File: src/rtl/sccb_pkg.sv
// sccb_pkg: types and constants shared by the SCCB configuration sequencer and
// the SCCB write engine.
//   seq_state_e     sequencer state encoding
//   DELAY_TAG       bits[31:24] value marking a delay entry (SCCB_CFG_DELAY_EN builds)
//   *_MSB / *_LSB   field slices of a 32-bit table word: TAG, ID, REG, DATA
// Optional feature macro: SCCB_CFG_DELAY_EN (adds the StDelay state).
package sccb_pkg;

   typedef enum logic [3:0] {
      StIdle,
      StBoot,
      StFetch,
      StIssue,
      StWaitAck,
      StWaitEnd,
      StGap,
      StDone,
      StErr
`ifdef SCCB_CFG_DELAY_EN
      ,
      StDelay
`endif
   } seq_state_e;

   localparam logic [7:0] DELAY_TAG = 8'hFF;

   localparam int unsigned TAG_MSB  = 31;
   localparam int unsigned TAG_LSB  = 24;
   localparam int unsigned ID_MSB   = 23;
   localparam int unsigned ID_LSB   = 16;
   localparam int unsigned REG_MSB  = 15;
   localparam int unsigned REG_LSB  = 8;
   localparam int unsigned DATA_MSB = 7;
   localparam int unsigned DATA_LSB = 0;

endpackage

File: src/rtl/sccb_cfg_seq_if.sv
// sccb_cfg_seq_if: bundles the register-table port and the SCCB write-engine
// handshake seen by the configuration sequencer.
//   cfg_index  table address          (sequencer -> table)
//   cfg_len    number of entries      (table -> sequencer)
//   cfg_entry  table word, sync read  (table -> sequencer)
//   wr_data    word for the engine    (sequencer -> engine)
//   wr_flag    one-cycle request      (sequencer -> engine)
//   wr_end     1 = engine idle        (engine -> sequencer)
// Modports: master = sequencer side, slave = table/engine side.
interface sccb_cfg_seq_if #(
   parameter int unsigned IDX_W = 8
);
   logic [IDX_W-1:0] cfg_index;
   logic [IDX_W-1:0] cfg_len;
   logic [31:0]      cfg_entry;
   logic [31:0]      wr_data;
   logic             wr_flag;
   logic             wr_end;

   modport master (
      output cfg_index,
      output wr_data,
      output wr_flag,
      input  cfg_len,
      input  cfg_entry,
      input  wr_end
   );

   modport slave (
      input  cfg_index,
      input  wr_data,
      input  wr_flag,
      output cfg_len,
      output cfg_entry,
      output wr_end
   );
endinterface

File: src/rtl/sccb_cfg_seq.sv
// sccb_cfg_seq: walks a table of SCCB register writes once per start, issuing
// each entry to the SCCB write engine through the wr_flag/wr_end handshake, with
// a power-up delay, an inter-write gap and a per-write timeout.
//   axi_clk, axi_rst_n  clock, asynchronous active-low reset
//   start               pulse; begins a pass when not busy
//   busy / done / err   pass running / completed / aborted on timeout
//   err_index           index of the entry that timed out
//   bus                 table + engine handshake (sccb_cfg_seq_if.master)
// Optional feature macro: SCCB_CFG_DELAY_EN -- entries tagged DELAY_TAG in
// bits[31:24] become wait periods of entry[23:0] cycles instead of writes.
module sccb_cfg_seq
   import sccb_pkg::*;
#(
   parameter int unsigned IDX_W    = 8,
   parameter int unsigned BOOT_DLY = 100000,
   parameter int unsigned GAP_DLY  = 5000,
   parameter int unsigned TIMEOUT  = 1000000
) (
   input  logic             axi_clk,
   input  logic             axi_rst_n,
   input  logic             start,
   output logic             busy,
   output logic             done,
   output logic             err,
   output logic [IDX_W-1:0] err_index,
   sccb_cfg_seq_if.master   bus
);

   localparam logic [31:0] BootLast = 32'(BOOT_DLY - 1);
   localparam logic [31:0] GapLast  = 32'(GAP_DLY - 1);
   // ERR must be visible exactly TIMEOUT cycles after ISSUE; the counter is 0 in
   // the first wait cycle, so the abort decision is taken one count early.
   localparam logic [31:0] TmoLast  = 32'(TIMEOUT - 2);

   seq_state_e       state_q, state_d;
   logic [31:0]      cnt_q, cnt_d;
   logic [IDX_W-1:0] idx_q, idx_d;
   logic [IDX_W-1:0] len_q, len_d;
   logic [IDX_W-1:0] eidx_q, eidx_d;
   logic [31:0]      wdata_q, wdata_d;
`ifdef SCCB_CFG_DELAY_EN
   logic [23:0]      dly_q, dly_d;
`endif

   always_ff @(posedge axi_clk or negedge axi_rst_n) begin
      if (!axi_rst_n) begin
         state_q <= StIdle;
         cnt_q   <= '0;
         idx_q   <= '0;
         len_q   <= '0;
         eidx_q  <= '0;
         wdata_q <= '0;
`ifdef SCCB_CFG_DELAY_EN
         dly_q   <= '0;
`endif
      end else begin
         state_q <= state_d;
         cnt_q   <= cnt_d;
         idx_q   <= idx_d;
         len_q   <= len_d;
         eidx_q  <= eidx_d;
         wdata_q <= wdata_d;
`ifdef SCCB_CFG_DELAY_EN
         dly_q   <= dly_d;
`endif
      end
   end

   always_comb begin
      state_d = state_q;
      cnt_d   = cnt_q + 32'd1;
      idx_d   = idx_q;
      len_d   = len_q;
      eidx_d  = eidx_q;
      wdata_d = wdata_q;
`ifdef SCCB_CFG_DELAY_EN
      dly_d   = dly_q;
`endif

      unique case (state_q)
         StIdle, StDone, StErr: begin
            cnt_d = '0;
            if (start) begin
               len_d   = bus.cfg_len;
               idx_d   = '0;
               state_d = StBoot;
            end
         end

         StBoot: begin
            if (cnt_q == BootLast) begin
               cnt_d   = '0;
               state_d = (len_q == '0) ? StDone : StFetch;
            end
         end

         StFetch: begin
            cnt_d = '0;
`ifdef SCCB_CFG_DELAY_EN
            if (bus.cfg_entry[TAG_MSB:TAG_LSB] == DELAY_TAG) begin
               dly_d = bus.cfg_entry[ID_MSB:DATA_LSB];
               if (bus.cfg_entry[ID_MSB:DATA_LSB] == 24'd0) begin
                  idx_d   = idx_q + IDX_W'(1);
                  state_d = StGap;
               end else begin
                  state_d = StDelay;
               end
            end else begin
               wdata_d = bus.cfg_entry;
               state_d = StIssue;
            end
`else
            wdata_d = bus.cfg_entry;
            state_d = StIssue;
`endif
         end

         StIssue: begin
            cnt_d   = '0;
            state_d = StWaitAck;
         end

         // The counter keeps running from WAIT_ACK into WAIT_END: one budget per write.
         StWaitAck: begin
            if (!bus.wr_end) begin
               state_d = StWaitEnd;
            end else if (cnt_q == TmoLast) begin
               cnt_d   = '0;
               eidx_d  = idx_q;
               state_d = StErr;
            end
         end

         StWaitEnd: begin
            if (bus.wr_end) begin
               cnt_d   = '0;
               // Advance on GAP entry so a synchronous-read table has the whole gap
               // to present the next word before FETCH samples it.
               idx_d   = idx_q + IDX_W'(1);
               state_d = StGap;
            end else if (cnt_q == TmoLast) begin
               cnt_d   = '0;
               eidx_d  = idx_q;
               state_d = StErr;
            end
         end

         StGap: begin
            if (cnt_q == GapLast) begin
               cnt_d   = '0;
               state_d = (idx_q == len_q) ? StDone : StFetch;
            end
         end

`ifdef SCCB_CFG_DELAY_EN
         // Counter starts at 0, so DELAY spans dly+1 cycles including the handoff.
         StDelay: begin
            if (cnt_q == {8'd0, dly_q}) begin
               cnt_d   = '0;
               idx_d   = idx_q + IDX_W'(1);
               state_d = StGap;
            end
         end
`endif

         default: begin
            cnt_d   = '0;
            state_d = StIdle;
         end
      endcase
   end

   // Decoded from the state register so wr_flag drops the moment reset asserts.
   assign bus.wr_flag   = (state_q == StIssue);
   assign bus.wr_data   = wdata_q;
   assign bus.cfg_index = idx_q;
   assign busy          = !((state_q == StIdle) || (state_q == StDone) || (state_q == StErr));
   assign done          = (state_q == StDone);
   assign err           = (state_q == StErr);
   assign err_index     = eidx_q;

endmodule
File: src/flat_wrapper.sv
// flat-port wrapper written by rule: the top's interface ports become plain ports
module sccb_cfg_seq_flat import sccb_pkg::*;
#(
   parameter int unsigned IDX_W    = 8,
   parameter int unsigned BOOT_DLY = 100000,
   parameter int unsigned GAP_DLY  = 5000,
   parameter int unsigned TIMEOUT  = 1000000
)
  (axi_clk, axi_rst_n, start, busy, done, err, err_index, bus_cfg_index, bus_wr_data, bus_wr_flag, bus_cfg_len, bus_cfg_entry, bus_wr_end);
  sccb_cfg_seq_if #(.IDX_W(IDX_W)) bus_i ();
  input  logic axi_clk;
  input  logic axi_rst_n;
  input  logic start;
  output logic busy;
  output logic done;
  output logic err;
  output logic [IDX_W-1:0] err_index;
  output wire logic [$bits(bus_i.cfg_index)-1:0] bus_cfg_index;
  output wire logic [$bits(bus_i.wr_data)-1:0] bus_wr_data;
  output wire logic [$bits(bus_i.wr_flag)-1:0] bus_wr_flag;
  input wire logic [$bits(bus_i.cfg_len)-1:0] bus_cfg_len;
  input wire logic [$bits(bus_i.cfg_entry)-1:0] bus_cfg_entry;
  input wire logic [$bits(bus_i.wr_end)-1:0] bus_wr_end;
  assign bus_cfg_index = bus_i.cfg_index;
  assign bus_wr_data = bus_i.wr_data;
  assign bus_wr_flag = bus_i.wr_flag;
  assign bus_i.cfg_len = bus_cfg_len;
  assign bus_i.cfg_entry = bus_cfg_entry;
  assign bus_i.wr_end = bus_wr_end;
  sccb_cfg_seq #(.IDX_W(IDX_W), .BOOT_DLY(BOOT_DLY), .GAP_DLY(GAP_DLY), .TIMEOUT(TIMEOUT)) u_core (.axi_clk(axi_clk), .axi_rst_n(axi_rst_n), .start(start), .busy(busy), .done(done), .err(err), .err_index(err_index), .bus(bus_i));
endmodule
File: config.mk
export PLATFORM = sky130hd
export DESIGN_NAME = sccb_cfg_seq_flat
export DESIGN_NICKNAME = d
export VERILOG_FILES = /design/src/rtl/sccb_pkg.sv /design/src/rtl/sccb_cfg_seq_if.sv /design/src/rtl/sccb_cfg_seq.sv /design/src/flat_wrapper.sv
export SDC_FILE = /design/constraint.sdc
export NUM_CORES = 1
export LEC_CHECK = 0
export CELL_PAD_IN_SITES_DETAIL_PLACEMENT = 1
export CELL_PAD_IN_SITES_GLOBAL_PLACEMENT = 2
export CORE_ASPECT_RATIO = 1.4
export CORE_MARGIN = 2
export CORE_UTILIZATION = 30
export CTS_BUF_LIST = sky130_fd_sc_hd__clkbuf_4
export CTS_CLUSTER_DIAMETER = 30
export DETAILED_ROUTE_END_ITERATION = 8
export PLACE_DENSITY = 0.79
export REMOVE_ABC_BUFFERS = 1
export SLEW_MARGIN = 20
export SYNTH_ARGS = -nofsm -noshare
export SYNTH_HDL_FRONTEND = slang
export SYNTH_SLANG_ARGS = --single-unit
File: constraint.sdc
create_clock -name axi_clk -period 2 [get_ports axi_clk]
set_input_delay 0.4 -clock axi_clk [delete_from_list [all_inputs] [get_ports axi_clk]]
set_output_delay 0.4 -clock axi_clk [all_outputs]
set_load 0.01 [all_outputs]
# After elaboration in Yosys (flattened, before gate mapping)
# Index checks and enable logic that the tools add are counted.
# word_totals
ff_bits,92
latchBits,0
ram_bits,0
rom_bits,0
input_bits,44
output_inout_bits,52
wordCells,60
memories,0
# op_classes
add_sub_neg,2
multipliers,0
div_mod_pow,0
magnitude_cmp,0
n_eq_ne,18
n_shift,0
mux,22
n_bitwise,0
reduce_logical,12
# op_table
operator,count
32-bit 2-to-1 mux,5
32-bit one-hot mux with 4 select lines,1
8-bit 2-to-1 mux,5
32-bit by 1-bit adder with 32-bit output (second input constant),1
32-bit by 13-bit equality test with 1-bit output (second input constant),1
32-bit by 17-bit equality test with 1-bit output (second input constant),1
32-bit by 20-bit equality test with 1-bit output (second input constant),1
8-bit one-hot mux with 2 select lines,2
4-bit one-hot mux with 7 select lines,1
4-bit 2-to-1 mux,6
4-bit by 3-bit equality test with 1-bit output (second input constant),4
3-bit AND reduction,3
8-bit by 1-bit adder with 8-bit output (second input constant),1
4-bit by 2-bit equality test with 1-bit output (second input constant),2
8-bit equality test,1
8-bit logical NOT,1
2-bit != test (second input constant),4
3-bit 2-to-1 mux,2
4-bit by 1-bit equality test with 1-bit output (second input constant),1
4-bit equality test (second input constant),1
4-bit logical NOT,1
2-bit by 1-bit != test with 1-bit output (second input constant),2
2-bit nonzero test,2
3-bit OR reduction,1
3 further kinds,4

# Logic depth before layout (Yosys ltp)
# Gate-level depths: netlist of the first run.
# depth
depth_word,4
ltp_mapped,8
mapped_depth_nobuf,7

# Least setup slack after synthesis of the first run
# No wires, ideal clock.
# synth_timing
path_kind,reg2reg
start,reg u_core.cnt_q[0]
end,reg u_core.cnt_q[10]
setup_ps,124
arrival_time_ps,1832
t_required_ps,1876
setup_slack_ps,43
path_stages_with_launch,9
n_path_buf,2
synth_period_minus_slack_ps,1957
path_cell_list,dfrtp_1 -> ha_1 -> nand4_1 -> or4_1 -> o31ai_2 -> and3_1 -> buf_6 -> buf_6 -> a21oi_1
# synth_between
elab_chain_cells,4
word_cells_on_any_way,10
classes_between,1 x add/sub; 3 x eq/ne; 6 x mux
# synth_rtl
item,line_no,source
start: declaration,sccb_cfg_seq.sv:36,"logic [31:0] cnt_q, cnt_d;"
start signal: assignment,sccb_cfg_seq.sv:58,cnt_q <= cnt_d;
32-bit by 1-bit adder with 32-bit output / 32-bit by 20-bit equality test with 1-bit output (equally long branches),"sccb_cfg_seq.sv:71, sccb_cfg_seq.sv:127, sccb_cfg_seq.sv:141",
32-bit 2-to-1 mux,"sccb_cfg_seq.sv:127, sccb_cfg_seq.sv:141",
32-bit 2-to-1 mux (on tied branches),"sccb_cfg_seq.sv:135, sccb_cfg_seq.sv:125",
32-bit one-hot mux with 4 select lines *,sccb_cfg_seq.sv:80,unique case (state_q)
net u_core.cnt_d[10],sccb_cfg_seq.sv:36,
# Mark *: on every way through the listed nets, which the timed path passes. The rest lies on a longest branch.
# A chain may end at the register's enable or synchronous reset.

# Final worst setup path of the first run
# layout_timing
start,reg u_core.state_q[2]
end,reg u_core.state_q[0]
# layout_between
elab_chain_cells,4
word_cells_on_any_way,15
classes_between,11 x eq/ne; 1 x mux; 3 x reduce/logical
# layout_rtl
item,line_no,source
start: declaration,sccb_cfg_seq.sv:35,"seq_state_e state_q, state_d;"
start signal: assignment,sccb_cfg_seq.sv:47,state_q <= StIdle;
start signal: assignment,sccb_cfg_seq.sv:57,state_q <= state_d;
4-bit by 3-bit equality test with 1-bit output (tied with other cells),sccb_cfg_seq.sv:80,
3-bit OR reduction,sccb_cfg_seq.sv:80,
2-bit != test (no line),--,
3-bit AND reduction (no line),--,
# Several ways; a longest one is shown, not always the timed one.

==> results of run 1 <==
==> power by group <==
group | total (mW) | internal, mW | switching [mW] | leakage [nW]
clock network | 1.24 | 0.527 | 0.708 | 0.0917
logic | 0.164 | 0.0980 | 0.0664 | 1.58
registers | 1.88 | 1.87 | 0.00853 | 1.24
==> layout by cell type (no fill, tap or decap), types with 5 or more instances in the layout <==
cell,count
sky130_fd_sc_hd__buf_4,66
sky130_fd_sc_hd__xor2_1,17
sky130_fd_sc_hd__nand4_1,12
sky130_fd_sc_hd__nand2b_1,5
sky130_fd_sc_hd__clkdlybuf4s50_1,90
sky130_fd_sc_hd__and3_1,10
sky130_fd_sc_hd__clkbuf_4,9
sky130_fd_sc_hd__nor3_1,13
sky130_fd_sc_hd__xnor2_1,28
sky130_fd_sc_hd__nor2_1,10
sky130_fd_sc_hd__dfrtp_1,80
sky130_fd_sc_hd__mux2_2,40
sky130_fd_sc_hd__dfrtp_2,12
sky130_fd_sc_hd__nor4_1,5
sky130_fd_sc_hd__a21oi_2,10
sky130_fd_sc_hd__nand2_1,42
sky130_fd_sc_hd__inv_1,5
sky130_fd_sc_hd__nand3_1,14
sky130_fd_sc_hd__a21oi_1,24
==> cell type report <==
cell class,count,area share
tap,192,0.0366
inverter,6,0.00343
timing repair buffer,168,0.239
sequential,92,0.353
multi-input combinational,291,0.341
clock buffer,9,0.0103
clock inverter,7,0.0162
==> final timing paths <==
| path | endpoint | slack [ns] | depth (start not counted) |
|---|---|---|---|
| max in group asynchronous | u_core.bus.wr_data[9] | 1.10 | 3 |
| min in group axi_clk | u_core.len_q[0] | 0.43 | 3 |
| hold / removal | u_core.bus.wr_data[30] | 0.30 | 2 |
| setup reg to reg | u_core.state_q[0] | -0.04 | 7 |
| setup / recovery | u_core.state_q[0] | -0.04 | 7 |
| hold reg to reg | u_core.bus.wr_data[1] | 0.53 | 1 |
==> worst reg2reg max path, stage by stage, from the launching register on <==
cell and delay, ns:
sky130_fd_sc_hd__dfrtp_2 0.47, sky130_fd_sc_hd__buf_4 0.15, sky130_fd_sc_hd__buf_4 0.15, sky130_fd_sc_hd__or3_1 0.31, sky130_fd_sc_hd__a221o_1 0.36, sky130_fd_sc_hd__and3_4 0.20, sky130_fd_sc_hd__buf_4 0.15, sky130_fd_sc_hd__o221ai_2 0.16
==> metrics by stage <==
step	cells	cell area, µm²	total power, mW
after detailed placement	736	6100	2.08
after floorplan	388	4400	1.93
after global routing	765	6560	3.41
final	765	6560	3.28
after global placement	736	6100	2.07
after CTS	760	6440	3.32
==> kinds of logic after synthesis <==
group / count (synthesis) / share of synthesized area
and+or+nand+nor: 149 / 0.191
DFF: 92 / 0.511
AOI/OAI and AO/OA: 52 / 0.0711
xor gates and xnor gates: 45 / 0.0875
muxes: 41 / 0.102
buffers and inverters: 22 / 0.0283
adders and majority gates: 3 / 0.00833
==> routing by layer <==
metal | GRT usage | wire, µm | vias to the layer above
met5 | 0 | 0 | -
met3 | 0.0249 | 379 | 20
met4 | 0.0647 | 311 | 0
li1 | - | - | 1772
met2 | 0.319 | 7410 | 73
met1 | 0.181 | 5150 | 1943
==> flip-flops by register name (all words and copies together), names as in the netlist <==
name / cells
u_core.state_q: 4
u_core.bus.cfg_index: 8
u_core.bus.wr_data: 32
u_core.len_q: 8
u_core.cnt_q: 32
u_core.err_index: 8
==> repair_timing <==
item                                    CTS  global route
cloned                                    1             2
hold buffers                              1             0
endpoints found under the setup margin   52            54
pin swaps                                 8             2
gates resized for setup                  48            15
endpoints found under the hold margin    13             0
buffers inserted                          6             4
==> impl_metrics.sql, run 1 <==
INSERT INTO impl_metrics (metric_group, metric, value, unit) VALUES
('detailed_routing', 'drt_first_pass_iters', '4', ''),
('critical_path', 'timing.critical_path.buf_inv', '3', ''),
('critical_path', 'startpoint', 'u_core.state_q[2]', ''),
('logic_synthesis', 'synthDominantAreaCellType', 'sky130_fd_sc_hd__dfrtp_1', ''),
('timing', 'setup_viol', '23', ''),
('placement', 'gp_congestion', '0.797', ''),
('logic_synthesis', 'synth-edff-count', '0', ''),
('critical_path', 'cpMaxStageDelayCell', 'sky130_fd_sc_hd__dfrtp_2', ''),
('critical_path', 'worstSetupStartpointType', 'register', ''),
('clocking', 'cts_tree', 'yes', ''),
('timing', 'max-slew-margin-rel', '0.711', ''),
('detailed_routing', 'drt-wirelength-per-cell', '17.3', 'µm'),
('global_routing', 'total_congestion_overflow_after_global_routing', '0', ''),
('final_layout', 'multi_input_comb_area', '2240', 'µm²'),
('final_layout', 'antennaDiodeCount', '0', ''),
('status', 'violations', 'setup timing', ''),
('timing', 'timing.fmax', '0.491', 'GHz'),
('final_layout', 'layout.core_utilization', '0.441', ''),
('critical_path', 'worst_ep_arrival_time', '2.42', 'ns'),
('clocking', 'insertion_delay', '0.48', 'ns'),
('timing', 'final.period_utilization', '1.02', ''),
('die', 'initial_standard_cell_utilization_of_the_core', '0.303', ''),
('logic_synthesis', 'syn-cell-area', '4500', 'µm²'),
('timing', 'max_slew.worst_pin.slew', '0.431', 'ns'),
('min_path', 'min_path_type', 'primary input to asynchronous set/reset pin', ''),
('die', 'chipWidth', '108', 'µm'),
('final_layout', 'sequential_cell_area', '2320', 'µm²'),
('die', 'dieHeight', '149', 'µm'),
('placement', 'io_buffers', '95', ''),
('critical_path', 'worstSetupEndpointType', 'register', ''),
('logic_synthesis', 'synth-async-reset-ratio', '1.00', ''),
('clocking', 'ctsRootBufferMaster', 'sky130_fd_sc_hd__clkbuf_4', ''),
('logic_synthesis', 'synth_flop_cell', 'sky130_fd_sc_hd__dfrtp_1', ''),
('timing', 'fin_hold_ws', '0.305', 'ns'),
('timing', 'totalNegativeSetupSlack', '-0.279', 'ns'),
('timing', 'worst_slack', '-0.0365', 'ns'),
('logic_synthesis', 'number_of_register_bits_inferred_by_synthesis', '92', ''),
('power_and_ir_drop', 'p_leak', '2.91', 'nW'),
('detailed_routing', 'detail_route.wirelength', '13200', 'µm'),
('global_routing', 'grt_start_max_net_pins', '54', ''),
('global_routing', 'first_pass_grt_wire_length', '21100', 'µm'),
('clocking', 'clock_tree.buffer_depth', '2', ''),
('clocking', 'worst_setup_hold_path_clk_slew', '0.16', 'ns'),
('final_layout', 'share_of_final_layout_standard_cells_stronger_than_drive_strength_1', '0.326', ''),
('timing', 'grt_setup_unrepaired', 'true', ''),
('detailed_routing', 'drc_errors', '0', ''),
('timing', 'timing_hold_violations_final', '0', ''),
('critical_path', 'setup.worst_path.class', 'register to register', ''),
('logic_synthesis', 'syn-instance-count', '404', ''),
('job', 'maxCapViolCount', '0', ''),
('logic_synthesis', 'synth.top_cells.by_area', 'sky130_fd_sc_hd__dfrtp_1, sky130_fd_sc_hd__mux2_2, sky130_fd_sc_hd__xnor2_1', ''),
('logic_synthesis', 'synth_top_area_frac', '0.511', ''),
('detailed_routing', 'postRouteAntennaNets', '0', ''),
('critical_path', 'crit_required', '2.38', 'ns'),
('critical_path', 'family_with_the_most_delay_on_the_worst_path', 'compound AO/OA/AOI/OAI gates', ''),
('detailed_routing', 'overall_via_count_from_detail_route', '3808', ''),
('die', 'row_count', '53', ''),
('critical_path', 'cpMostUsedCell', 'sky130_fd_sc_hd__buf_4', ''),
('critical_path', 'timing.rr.start', 'u_core.state_q[2]', ''),
('global_routing', 'global_route.usage.total', '0.167', ''),
('global_routing', 'via_count_of_the_first_global_routing_pass', '4240', ''),
('critical_path', 'path_max_fanout', '5', ''),
('final_layout', 'syn2layout_area_growth', '45.6', '%'),
('placement', 'dp_hpwl', '9530', 'µm'),
('clocking', 'cts_htree_levels', '3', ''),
('status', 'status', 'complete, but fails checks', ''),
('global_routing', 'antenna_violations_before_repair', '0', ''),
('power_and_ir_drop', 'worst_voltage_drop_across_the_vdd_grid', '0.353', 'mV'),
('logic_synthesis', 'yosys.cell_count.top_type', 'sky130_fd_sc_hd__dfrtp_1', ''),
('clocking', 'number_of_buffers_inserted_during_clock_tree_synthesis', '9', ''),
('die', 'design.die.area', '16000', 'µm²');
Note: power is estimated with default switching activity, not from simulation.
==> inputs of run 2 (changes only) <==
--- a/config.mk
+++ b/config.mk
@@ -5,11 +5,12 @@
 export SDC_FILE = /design/constraint.sdc
 export NUM_CORES = 1
 export LEC_CHECK = 0
+export ABC_AREA = 1
 export CELL_PAD_IN_SITES_DETAIL_PLACEMENT = 1
 export CELL_PAD_IN_SITES_GLOBAL_PLACEMENT = 2
-export CORE_ASPECT_RATIO = 1.4
+export CORE_ASPECT_RATIO = 1.5
 export CORE_MARGIN = 2
-export CORE_UTILIZATION = 30
+export CORE_UTILIZATION = 28
 export CTS_BUF_LIST = sky130_fd_sc_hd__clkbuf_4
 export CTS_CLUSTER_DIAMETER = 30
 export DETAILED_ROUTE_END_ITERATION = 8
==> impl_metrics.sql, run 2 <==
INSERT INTO impl_metrics (metric_group, metric, value, unit) VALUES
('die', 'io_pins', '96', ''),
('critical_path', 'worst_ep_arrival_time', '1.53', 'ns'),
('critical_path', 'timing.rr.start', 'u_core.cnt_q[0]', ''),
('global_routing', 'first_pass_grt_wire_length', '26100', 'µm'),
('critical_path', 'cp_num_cells', '1', ''),
('placement', 'dp_hpwl', '12400', 'µm'),
('die', 'design.die.area', '18900', 'µm²'),
('logic_synthesis', 'synthAdderAreaFrac', '0.00752', ''),
('placement', 'gp_congestion', '0.851', ''),
('die', 'dieHeight', '167', 'µm'),
('timing', 'timing_hold_violations_final', '0', ''),
('logic_synthesis', 'synth_flop_cell', 'sky130_fd_sc_hd__dfrtp_1', ''),
('logic_synthesis', 'synth-xor-area-share', '0.0527', ''),
('clocking', 'worst_setup_hold_path_clk_slew', '0.18', 'ns'),
('power_and_ir_drop', 'power.total', '7.03', 'mW'),
('critical_path', 'crit_required', '1.60', 'ns'),
('critical_path', 'path_max_fanout', '5', ''),
('critical_path', 'startpoint', 'u_core.bus.cfg_index[4]', ''),
('final_layout', 'syn2layout_area_growth', '31.3', '%'),
('detailed_routing', 'routed_via_density', '4.75', ''),
('logic_synthesis', 'synth_cell_types', '33', ''),
('final_layout', 'layout.core_utilization', '0.376', ''),
('final_layout', 'most-common-layout-cells', 'sky130_fd_sc_hd__nand2_1, sky130_fd_sc_hd__clkdlybuf4s50_1, sky130_fd_sc_hd__dfrtp_1', ''),
('final_layout', 'most_common_cell_after_layout_fill_and_taps_aside', 'sky130_fd_sc_hd__nand2_1', ''),
('job', 'maxCapViolCount', '0', ''),
('global_routing', 'via_count_of_the_first_global_routing_pass', '5122', ''),
('logic_synthesis', 'synth-async-reset-ratio', '1.00', ''),
('status', 'status', 'complete, but fails checks', ''),
('clocking', 'cts_htree_levels', '3', ''),
('timing', 'finalClockSkew', '0.0316', 'ns'),
('timing', 'max-slew-margin-rel', '0.720', ''),
('logic_synthesis', 'synthesis_warning_total', '0', ''),
('detailed_routing', 'postRouteAntennaNets', '0', ''),
('critical_path', 'slowest_delay', '0.58', 'ns'),
('clocking', 'clock_tree.buffer_depth', '2', ''),
('global_routing', 'grt_start_max_net_pins', '35', ''),
('critical_path', 'reg2reg_slack', '0.12', 'ns'),
('critical_path', 'cpMaxStageDelayCell', 'sky130_fd_sc_hd__clkdlybuf4s50_1', ''),
('logic_synthesis', 'syn-instance-count', '611', ''),
('clocking', 'ctsRootBufferMaster', 'sky130_fd_sc_hd__clkbuf_4', ''),
('status', 'violations', 'DRC', ''),
('die', 'row_count', '59', ''),
('logic_synthesis', 'synthDominantAreaCellType', 'sky130_fd_sc_hd__dfrtp_1', ''),
('die', 'chipWidth', '113', 'µm'),
('logic_synthesis', 'number_of_register_bits_inferred_by_synthesis', '92', ''),
('power_and_ir_drop', 'worst_voltage_drop_across_the_vdd_grid', '0.707', 'mV'),
('clocking', 'insertion_delay', '0.48', 'ns'),
('logic_synthesis', 'area_fraction_in_and_or_nand_and_nor_cells_after_synthesis', '0.265', ''),
('timing', 'final.period_utilization', '0.967', ''),
('timing', 'timing.fmax', '0.517', 'GHz'),
('placement', 'cell_area_reported_after_detailed_placement', '6310', 'µm²'),
('logic_synthesis', 'synth_compound_area_frac', '0.0692', ''),
('logic_synthesis', 'synth.top_cells.by_area', 'sky130_fd_sc_hd__dfrtp_1, sky130_fd_sc_hd__nand2_1, sky130_fd_sc_hd__mux2_2', ''),
('final_layout', 'antennaDiodeCount', '0', ''),
('critical_path', 'family_with_the_most_delay_on_the_worst_path', 'buffers and inverters', ''),
('placement', 'io_buffers', '95', ''),
('clocking', 'number_of_buffers_inserted_during_clock_tree_synthesis', '9', ''),
('critical_path', 'rr_endpoint', 'u_core.cnt_q[18]', ''),
('logic_synthesis', 'synth-edff-count', '0', ''),
('logic_synthesis', 'synth_top_area_frac', '0.461', ''),
('timing', 'worst_slack', '0.0665', 'ns'),
('global_routing', 'global_route.usage.total', '0.174', ''),
('timing', 'fin_hold_ws', '0.378', 'ns'),
('global_routing', 'total_congestion_overflow_after_global_routing', '0', ''),
('logic_synthesis', 'syn-cell-area', '4990', 'µm²'),
('logic_synthesis', 'post_synth_most_frequent_cells', 'sky130_fd_sc_hd__nand2_1, sky130_fd_sc_hd__dfrtp_1, sky130_fd_sc_hd__nor2_1, sky130_fd_sc_hd__inv_1, sky130_fd_sc_hd__a21oi_1', ''),
('power_and_ir_drop', 'power-per-cell-area', '1070', 'nW/µm²'),
('logic_synthesis', 'post_synthesis_mux_area_share', '0.0722', ''),
('detailed_routing', 'drt-wirelength-per-cell', '16.8', 'µm'),
('power_and_ir_drop', 'p_leak', '2.82', 'nW'),
('logic_synthesis', 'main_combinational_cell_family_by_area_after_synthesis', 'simple AND/OR/NAND/NOR gates', ''),
('clocking', 'cts_tree', 'yes', ''),
('min_path', 'min_path_type', 'primary input to asynchronous set/reset pin', ''),
('logic_synthesis', 'yosys.cell_count.top_type', 'sky130_fd_sc_hd__nand2_1', ''),
('logic_synthesis', 'syn_area_per_cell', '8.17', 'µm²'),
('final_layout', 'postLayoutCellArea', '6550', 'µm²'),
('timing', 'max_slew.worst_pin.slew', '0.419', 'ns'),
('logic_synthesis', 'synth.yosys.seq_area_share', '0.461', ''),
('critical_path', 'worstSetupEndpointType', 'output port', ''),
('clocking', 'cts_num_sinks', '92', ''),
('global_routing', 'antenna_violations_before_repair', '0', ''),
('critical_path', 'crit_chain', 'clkdlybuf4s50_1', ''),
('timing', 'period_minus_slack', '1.93', 'ns'),
('critical_path', 'setup.worst_path.class', 'register to output port', ''),
('die', 'initial_standard_cell_utilization_of_the_core', '0.286', ''),
('placement', 'placement.setup.worst_slack', '0.0768', 'ns'),
('critical_path', 'timing.critical_path.buf_inv', '1', ''),
('detailed_routing', 'drt_first_pass_iters', '6', ''),
('detailed_routing', 'initialDrtViolationCount', '143', ''),
('critical_path', 'worstSetupStartpointType', 'register', ''),
('final_layout', 'finalNetCount', '780', ''),
('critical_path', 'worstRegToRegCells', '10', ''),
('detailed_routing', 'drc_errors', '1', ''),
('die', 'design.core.area', '17400', 'µm²'),
('detailed_routing', 'overall_via_count_from_detail_route', '4516', ''),
('final_layout', 'share_of_final_layout_standard_cells_stronger_than_drive_strength_1', '0.156', ''),
('detailed_routing', 'detail_route.wirelength', '16000', 'µm'),
('timing', 'slew_viol_final', '0', ''),
('timing', 'setup_viol', '0', '');
run 2: cell types whose count changed after synthesis, sizes merged, moves of 14 or more:
| cell | change |
|---|---|
| nand2 | +117 |
| nor2 | +72 |
| inv | +68 |
| o21ai | +22 |
| xnor2 | -22 |
| nand3 | +14 |
run 2: kinds of logic (layout without fill, tap and decap cells):
logic type / count (synthesis) / after routing
AOI/OAI and AO/OA: 64 / 64
xor gates and xnor gates: 30 / 30
adders and majority gates: 3 / 3
buffers and inverters: 86 / 213
DFF: 92 / 92
muxes: 32 / 32
and+or+nand+nor: 304 / 304
run 2: layout make-up:
class                      instances  area, µm²
fill                            2115      10900
multi-input combinational        433       2350
sequential                        92       2310
timing repair buffer             122       1210
inverter                          75        282
tap                              213        267
clock buffer                       9       67.6
clock inverter                     7       65.1
run 2: worst max path at each step:
stage | to
CTS | busy
detailed placement | u_core.cnt_q[18]
global placement | u_core.cnt_q[18]
finish | bus_cfg_index[4]
global route | err
floorplan | u_core.cnt_q[11]
run 2: report_power, final:
part           leakage, nW  switching (mW)  internal, mW
sequential            1.16           0.339          2.36
clock               0.0710           0.769         0.287
combinational         1.58            1.67          1.61
run 2: timing repair:
| action | in CTS | in global routing |
|---|---|---|
| gates resized for setup | 12 | 10 |
| buffers inserted | 6 | 4 |
| setup endpoints to repair | 7 | 8 |
| hold endpoints to repair | 26 | 0 |
| pin swaps | 0 | 2 |
| hold buffers | 1 | 0 |
run 2: per-stage QoR:
| step | instances | TNS [ns] |
|---|---|---|
| after global placement | 924 | 0 |
| after floorplan | 600 | 0 |
| after CTS | 947 | -0.120 |
| after detailed placement | 924 | 0 |
| final | 951 | 0 |
| after global routing | 951 | -0.00330 |
run 2: per-layer routing:
metal | wire, µm | part of all wire | GRT usage | up-vias
met5 | 0 | 0 | 0 | -
met4 | 408 | 0.026 | 0.0610 | 0
met3 | 716 | 0.045 | 0.0373 | 27
met2 | 9020 | 0.56 | 0.338 | 96
met1 | 5830 | 0.36 | 0.181 | 2214
li1 | - | - | - | 2179
==> inputs of run 3 (changes only) <==
--- a/config.mk
+++ b/config.mk
@@ -9,7 +9,7 @@
 export CELL_PAD_IN_SITES_DETAIL_PLACEMENT = 1
 export CELL_PAD_IN_SITES_GLOBAL_PLACEMENT = 2
 export CORE_ASPECT_RATIO = 1.5
-export CORE_MARGIN = 2
+export CORE_MARGIN = 3
 export CORE_UTILIZATION = 28
 export CTS_BUF_LIST = sky130_fd_sc_hd__clkbuf_4
 export CTS_CLUSTER_DIAMETER = 30
==> impl_metrics.sql, run 3 (synthesized netlist as in run 2, its figures left out) <==
INSERT INTO impl_metrics (metric_group, metric, value, unit) VALUES
('status', 'status', 'complete, no violations', ''),
('critical_path', 'cpMaxStageDelayCell', 'sky130_fd_sc_hd__clkdlybuf4s50_1', ''),
('final_layout', 'sequential_cell_area', '2310', 'µm²'),
('global_routing', 'total_congestion_overflow_after_global_routing', '0', ''),
('placement', 'placed_cells', '925', ''),
('clocking', 'number_of_buffers_inserted_during_clock_tree_synthesis', '9', ''),
('detailed_routing', 'postRouteAntennaNets', '0', ''),
('critical_path', 'worstRegToRegCells', '9', ''),
('clocking', 'ctsRootBufferMaster', 'sky130_fd_sc_hd__clkbuf_4', ''),
('critical_path', 'cp_num_cells', '1', ''),
('final_layout', 'multi_input_comb_area', '2360', 'µm²'),
('critical_path', 'reg2reg_slack', '0.14', 'ns'),
('timing', 'finalClockSkew', '0.00672', 'ns'),
('clocking', 'cts_tree', 'yes', ''),
('final_layout', 'layout.core_utilization', '0.379', ''),
('detailed_routing', 'met3WireLength', '666', 'µm'),
('detailed_routing', 'detailroute.wirelength.met2', '8970', 'µm'),
('clocking', 'clock_tree.buffer_depth', '2', ''),
('power_and_ir_drop', 'p_leak', '2.83', 'nW'),
('detailed_routing', 'highest-signal-layer', 'met4', ''),
('final_layout', 'most-common-layout-cells', 'sky130_fd_sc_hd__nand2_1, sky130_fd_sc_hd__clkdlybuf4s50_1, sky130_fd_sc_hd__dfrtp_1', ''),
('job', 'maxCapViolCount', '0', ''),
('die', 'row_count', '59', ''),
('placement', 'io_buffers', '95', ''),
('detailed_routing', 'overall_via_count_from_detail_route', '4493', ''),
('timing', 'timing_hold_violations_final', '0', ''),
('timing', 'timing.fmax', '0.521', 'GHz'),
('critical_path', 'family_with_the_most_delay_on_the_worst_path', 'buffers and inverters', ''),
('critical_path', 'worstSetupEndpointType', 'output port', ''),
('die', 'chipWidth', '115', 'µm'),
('global_routing', 'via_count_of_the_first_global_routing_pass', '5096', ''),
('detailed_routing', 'routed_via_density', '4.71', ''),
('critical_path', 'crit_required', '1.60', 'ns'),
('min_path', 'min_path_type', 'primary input to asynchronous set/reset pin', ''),
('die', 'design.core.area', '17400', 'µm²'),
('die', 'initial_standard_cell_utilization_of_the_core', '0.286', ''),
('global_routing', 'global_route.usage.total', '0.172', ''),
('global_routing', 'antenna_violations_before_repair', '1', ''),
('die', 'dieHeight', '169', 'µm'),
('clocking', 'cts_htree_levels', '3', ''),
('detailed_routing', 'drc_errors', '0', ''),
('power_and_ir_drop', 'power-per-cell-area', '1080', 'nW/µm²'),
('final_layout', 'post_layout_nonfiller_instances', '954', ''),
('final_layout', 'layout.filler_cells', '2114', ''),
('timing', 'fin_hold_ws', '0.432', 'ns'),
('timing', 'period_minus_slack', '1.92', 'ns'),
('detailed_routing', 'met1Wirelength', '5780', 'µm'),
('detailed_routing', 'initialDrtViolationCount', '111', ''),
('placement', 'dp_hpwl', '12500', 'µm'),
('placement', 'gp_congestion', '0.830', ''),
('final_layout', 'share_of_final_layout_standard_cells_stronger_than_drive_strength_1', '0.165', ''),
('detailed_routing', 'drt_first_pass_iters', '4', ''),
('critical_path', 'path_max_fanout', '6', ''),
('timing', 'setup_viol', '0', ''),
('detailed_routing', 'detail_route.wirelength', '15900', 'µm'),
('power_and_ir_drop', 'worst_voltage_drop_across_the_vdd_grid', '0.580', 'mV'),
('clocking', 'insertion_delay', '0.46', 'ns'),
('placement', 'placement.setup.worst_slack', '0.156', 'ns'),
('die', 'design.die.area', '19500', 'µm²'),
('global_routing', 'first_pass_grt_wire_length', '26300', 'µm'),
('timing', 'worst_slack', '0.0792', 'ns'),
('timing', 'max-slew-margin-rel', '0.623', ''),
('critical_path', 'slowest_delay', '0.57', 'ns'),
('global_routing', 'grt_start_max_net_pins', '38', ''),
('final_layout', 'syn2layout_area_growth', '32.2', '%'),
('timing', 'slew_viol_final', '0', ''),
('clocking', 'worst_setup_hold_path_clk_slew', '0.17', 'ns'),
('critical_path', 'setup.worst_path.class', 'register to output port', ''),
('die', 'io_pins', '96', ''),
('timing', 'max_slew.worst_pin.slew', '0.561', 'ns'),
('final_layout', 'finalNetCount', '782', ''),
('critical_path', 'timing.critical_path.buf_inv', '1', ''),
('final_layout', 'most_common_cell_after_layout_fill_and_taps_aside', 'sky130_fd_sc_hd__nand2_1', ''),
('timing', 'grt_setup_unrepaired', 'true', ''),
('clocking', 'cts_num_sinks', '92', ''),
('detailed_routing', 'drt-wirelength-per-cell', '16.7', 'µm'),
('timing', 'final.period_utilization', '0.960', ''),
('critical_path', 'crit_chain', 'clkdlybuf4s50_1', ''),
('critical_path', 'worstSetupStartpointType', 'register', ''),
('critical_path', 'worst_ep_arrival_time', '1.52', 'ns');
[run 3: area by class of cell]
class	instances	area share
Sequential cell	92	0.350
Clock buffer	9	0.0102
Clock inverter	7	0.0123
Antenna cell	1	0.000379
Multi-Input combinational cell	433	0.357
Inverter	75	0.0427
Timing Repair Buffer	124	0.187
Tap cell	213	0.0404
[run 3: timing repair]
| item | in CTS | in global routing |
|---|---|---|
| buffers inserted | 8 | 3 |
| hold endpoints to repair | 34 | 0 |
| hold buffers | 1 | 0 |
| setup endpoints to repair | 9 | 10 |
| gates resized for setup | 14 | 14 |
| pin swaps | 0 | 1 |
[run 3: where the power goes]
| group | switching (mW) | internal (mW) | total [mW] |
|---|---|---|---|
| logic | 1.70 | 1.64 | 3.35 |
| clock network | 0.784 | 0.304 | 1.09 |
| registers | 0.321 | 2.36 | 2.68 |
[run 3: final timing paths]
check	from	to
min in group axi_clk	bus_cfg_len[3]	u_core.len_q[3]
min	axi_rst_n	u_core.cnt_q[23]
max	u_core.bus.cfg_index[2]	bus_cfg_index[2]
max reg2reg	u_core.state_q[3]	u_core.cnt_q[11]
min reg2reg	u_core.bus.wr_data[17]	u_core.bus.wr_data[17]
max in group asynchronous	axi_rst_n	u_core.bus.wr_data[31]
[run 3: per-layer routing]
metal | track usage | up-vias
met4 | 0.0684 | 0
met5 | 0 | -
met1 | 0.176 | 2191
li1 | - | 2192
met3 | 0.0410 | 26
met2 | 0.326 | 84
[run 3: metrics by stage]
stage	total power [mW]	TNS, ns	instance area [µm²]
finish	7.11	0	6600
global route	7.65	-0.0188	6600
CTS	7.19	-0.180	6560
detailed placement	5.98	0	6330
global placement	5.88	0	6330
floorplan	4.33	0	4910
